File: src/rtl/pc_pkg.sv
// rtl/pc_pkg.sv - shared constants and types for the program counter
//
// Holds the default instruction-memory address width, the default reset PC,
// the sequential step size and the next-PC select encoding used by
// program_counter. No ports.

package pc_pkg;

    // Default width of the instruction-memory word address.
    localparam int          ADDR_W_DEFAULT   = 11;

    // Default PC value loaded while reset is asserted.
    localparam logic [31:0] RESET_PC_DEFAULT = 32'h0000_0000;

    // Byte distance between consecutive 32-bit instructions.
    localparam logic [31:0] PC_STEP          = 32'd4;

    // Source of the next PC value.
    typedef enum logic [1:0] {
        PC_SEL_HOLD   = 2'd0,
        PC_SEL_INC    = 2'd1,
        PC_SEL_TARGET = 2'd2
    } pc_sel_e;

    // Instructions are word aligned, so a computed target always has its
    // low two byte-address bits cleared before it is loaded.
    function automatic logic [31:0] align_word(input logic [31:0] addr);
        return addr & ~32'h0000_0003;
    endfunction

endpackage

File: src/rtl/program_counter.sv
// rtl/program_counter.sv - 32-bit program counter with hold, increment and branch
//
// Ports:
//   clk           in   1       rising-edge clock for all state
//   rst_n         in   1       asynchronous active-low reset, forces PC to RESET_PC
//   ALU_out       in   32      branch/jump target byte address
//   PC_enable     in   1       1: advance or branch this cycle, 0: hold
//   branch        in   1       with PC_enable, load aligned ALU_out instead of PC+4
//   inst_mem_addr out  ADDR_W  instruction-memory word address, pc[ADDR_W+1:2]
//   pc_out        out  32      current PC byte address (registered)
//   pc_plus4      out  32      pc_out + 4, combinational, wraps modulo 2^32

module program_counter
    import pc_pkg::*;
#(
    parameter int          ADDR_W   = ADDR_W_DEFAULT,
    parameter logic [31:0] RESET_PC = RESET_PC_DEFAULT
) (
    input  logic              clk,
    input  logic              rst_n,
    input  logic [31:0]       ALU_out,
    input  logic              PC_enable,
    input  logic              branch,
    output logic [ADDR_W-1:0] inst_mem_addr,
    output logic [31:0]       pc_out,
    output logic [31:0]       pc_plus4
);

    logic [31:0] pc_q;
    logic [31:0] pc_d;
    logic [31:0] pc_inc;
    pc_sel_e     pc_sel;

    // 32-bit add discards the carry, giving the required modulo-2^32 wrap
    // for both the sequential step and the link value.
    assign pc_inc = pc_q + PC_STEP;

    // Next-PC select. PC_enable is tested first so that branch and ALU_out
    // have no influence at all while the counter is holding, even when they
    // are undriven.
    always_comb begin
        pc_sel = PC_SEL_HOLD;
        pc_d   = pc_q;
        if (PC_enable) begin
            if (branch) begin
                pc_sel = PC_SEL_TARGET;
            end else begin
                pc_sel = PC_SEL_INC;
            end
        end
        case (pc_sel)
            PC_SEL_INC:    pc_d = pc_inc;
            PC_SEL_TARGET: pc_d = align_word(ALU_out);
            default:       pc_d = pc_q;
        endcase
    end

    // The only state element in the design. Reset is asynchronous so the
    // PC snaps to RESET_PC without waiting for an edge and any update that
    // was being set up in the current cycle is dropped.
    always_ff @(posedge clk or negedge rst_n) begin
        if (!rst_n) begin
            pc_q <= RESET_PC;
        end else begin
            pc_q <= pc_d;
        end
    end

    // All outputs are direct functions of pc_q, so a new PC is visible on
    // every output in the same cycle it is loaded. Upper PC bits above
    // ADDR_W+1 are simply dropped, which wraps the word address naturally.
    assign pc_out        = pc_q;
    assign pc_plus4      = pc_inc;
    assign inst_mem_addr = pc_q[ADDR_W+1:2];

endmodule

File: config.mk
export PLATFORM = sky130hd
export DESIGN_NAME = program_counter
export DESIGN_NICKNAME = d
export VERILOG_FILES = /design/src/rtl/pc_pkg.sv /design/src/rtl/program_counter.sv
export SDC_FILE = /design/constraint.sdc
export NUM_CORES = 1
export LEC_CHECK = 0
export BUFFER_PORTS_ARGS = -buffer_cell sky130_fd_sc_hd__buf_2
export CORE_MARGIN = 2
export CORE_UTILIZATION = 48
export DETAILED_ROUTE_END_ITERATION = 16
export MAX_ROUTING_LAYER = met4
export PLACE_DENSITY = 0.88
export REMOVE_ABC_BUFFERS = 1
export SLEW_MARGIN = 20
export SYNTH_ARGS = -nofsm -noshare
export SYNTH_HDL_FRONTEND = slang
export SYNTH_SLANG_ARGS = --single-unit
File: constraint.sdc
create_clock -name clk -period 2.3 [get_ports clk]
set_input_delay 0.23 -clock clk [delete_from_list [all_inputs] [get_ports clk]]
set_output_delay 0.23 -clock clk [all_outputs]
set_load 0.05 [all_outputs]
==> reports/qor.yml <==
max_slew_margin: 0.522
place_congestion: 0.818
synth-async-reset-ratio: 1.00
power_density_nw_per_um2: 761
grt-ovfl-total: 0
grt_max_degree: 31
cts_tree: "yes"
crit_arrival_ns: 2.06
path_cells: "nand4_1, nor4_4, buf_12, nand4_1, xnor2_1, buf_4"
yosysWarnings: 0
start_kind: "register"
grt_pass1_vias: 2473
use_met3: 0.0424
finalCritPeriodShare: 0.995
hold_viol_final: 24
end_kind: "output port"
diodes: 0
yosysTopAreaCell: "dfrtp_1"
wire_per_inst_um: 16.0
ys_seq_elements: 30
ir_drop_v: 0.000450
synth_area_sq_um: 2550
grtUsageMet2: 0.404
rsz0062_at_grt: "true"
violations: "hold timing"
cts.htree.levels: 2
hpwl_um: 5170
timing.rr.start: "pc_out[4]"
final_cells: 498
slowest_delay_ns: 0.41
grtUsageMet1: 0.316
avgSynthCellArea_sq_um: 8.36
max_clock_freq_mhz: 437
fp.dieH_um: 76.9
finalCriticalPeriod_ns: 2.29
synth_top_area_frac: 0.294
synthXorXnorAreaFrac: 0.0962
synth_edf_count: 0
synth_top_flop_cell: "dfrtp_1"
place_area_sq_um: 3130
track_usage: 0.246
final_cell_area_sq_um: 3540
crit_top_cell: "nand4_1"
dr_total_vias: 2868
synthMuxAreaShare: 0.00785
antenna_found_initial: 0
fin_worst_skew_ns: 0.00712
place.port_buffers: 104
drv_slew: 0
clk_latency_ns: 0.29
leakage_nw: 1.71
tns_ns: 0
root_buffer: "clkbuf_8"
synthAdderAreaFrac: 0.00491
die_w_um: 76.9
status: "complete, but fails checks"
cts_buffers: 5
cpLargestDelayFamily: "simple AND/OR/NAND/NOR gates"
whs_ns: -0.00841
drive_gt1_frac: 0.428
ios: 111
holdBufCountCts: 0
r2r_end: "pc_out[15]"
drc: 0
fillers: 415
r2r_cells: 7
rows: 26
core_area_sq_um: 5110
largest_reg_flops: 30
cp_max_fo: 8
crit_type: "reg -> out"
viasPerCell: 5.76
cp_num_buf_inv: 2
rrSetupSlack_ns: 0.44
cts_max_path_buffers: 2
mostFrequentLayoutCells: "92 x buf_2, 47 x buf_4, 23 x dfrtp_1, 22 x nand2_1, 19 x xnor2_1"
synth_top_family_by_area: "simple AND/OR/NAND/NOR gates"
die_area_sq_um: 5910
ys_types: 49
mostFrequentLayoutCell: "buf_2"
ant_nets: 0
max_cap_violations: 0
initial_core_util: 0.499
fin_nets: 464
crit_required_ns: 2.07
ys_seq_area_frac: 0.294
worst_pin_slew_ns: 0.717
routed_wl_um: 7950
grt.busiest_layer: "met2"
clk_pin_slew_ns: 0.06
finalSetupViolations: 0
grt_pass1_wl_um: 11600
yosys.area_share.simple: 0.267
hp-class: "in -> async"
slowest_stage: "dfrtp_2"
synth_cells: 305
drt_iter0_drc: 212
yosys-top-cells-area: "dfrtp_1 29%, xnor2_1 6.9%, a22o_1 4.8%, buf_4 4.4%, and3_1 3.7%"
final_core_util: 0.694
firstDrtPassIters: 5
cts_num_sinks: 30
synth_compound_area_frac: 0.224
syn2layout_area_growth_pct: 38.9
dp_cells: 467
-- routing by layer --
layer,part of all wire,up-vias
met5,0,-
met4,0.0087,0
met3,0.080,7
met2,0.49,143
met1,0.42,1380
li1,-,1338
-- synthesized netlist by cell type, types with 5 or more instances --
library cell,number
a21oi_1,9
a22o_1,14
a2bb2oi_1,9
and3_1,15
buf_4,15
clkbuf_1,16
dfrtp_1,30
inv_1,16
nand2_1,23
nand3_1,18
nand4_1,7
nor2_1,17
nor3_1,5
nor4_1,5
o211ai_1,6
o21ai_0,14
xnor2_1,20
xor2_1,8
-- area by class of cell --
class                      instances  area, sq um  area share
clock buffer                       7         86.3      0.0244
clock inverter                     1         5.00     0.00141
inverter                          16         60.1      0.0170
multi-input combinational        227         1630       0.461
sequential                        30          759       0.214
tap                               70         87.6      0.0247
timing repair buffer             147          911       0.257
-- worst max path at each step --
stage | start | to | slack, ns | cells past startpoint
after global placement | pc_out[2] | pc_plus4[24] | 0.17 | 7
after floorplan | pc_out[2] | pc_plus4[20] | -1.04 | 5
after detailed placement | pc_out[2] | pc_plus4[30] | 0.12 | 6
after global routing | pc_out[3] | pc_plus4[20] | -0.09 | 7
final | pc_out[4] | pc_plus4[25] | 0.01 | 6
after CTS | pc_out[22] | pc_plus4[29] | 0.003 | 5
-- kinds of logic after synthesis --
logic type      count (synthesis)
other cells                     1
fa+ha+maj                       1
simple gates                  116
mux                             2
xor+xnor                       28
buf+inv                        51
flops                          30
compound gates                 76
-- power breakdown --
group	switching (W)	internal, W
Combinational	0.00110	0.000428
Sequential	0.000110	0.000609
Clock	0.000209	0.000241
-- through the flow --
stage / power, W / hold slack, ns / setup WS [ns]
finish: 0.00269 / -0.00841 / 0.0114
global route: 0.00281 / 0.0350 / -0.0869
CTS: 0.00261 / 0.0145 / 0.00256
detailed placement: 0.00215 / 0.312 / 0.115
global placement: 0.00212 / 0.305 / 0.166
floorplan: 0.00176 / -0.0656 / -1.04
-- repair_timing --
| item | CTS | global route |
|---|---|---|
| pin swaps | 0 | 6 |
| setup buffers | 0 | 21 |
| setup endpoints to repair | 15 | 21 |
| resized for setup | 17 | 22 |
| cloned | 0 | 2 |
(Power assumes the default switching activity.)
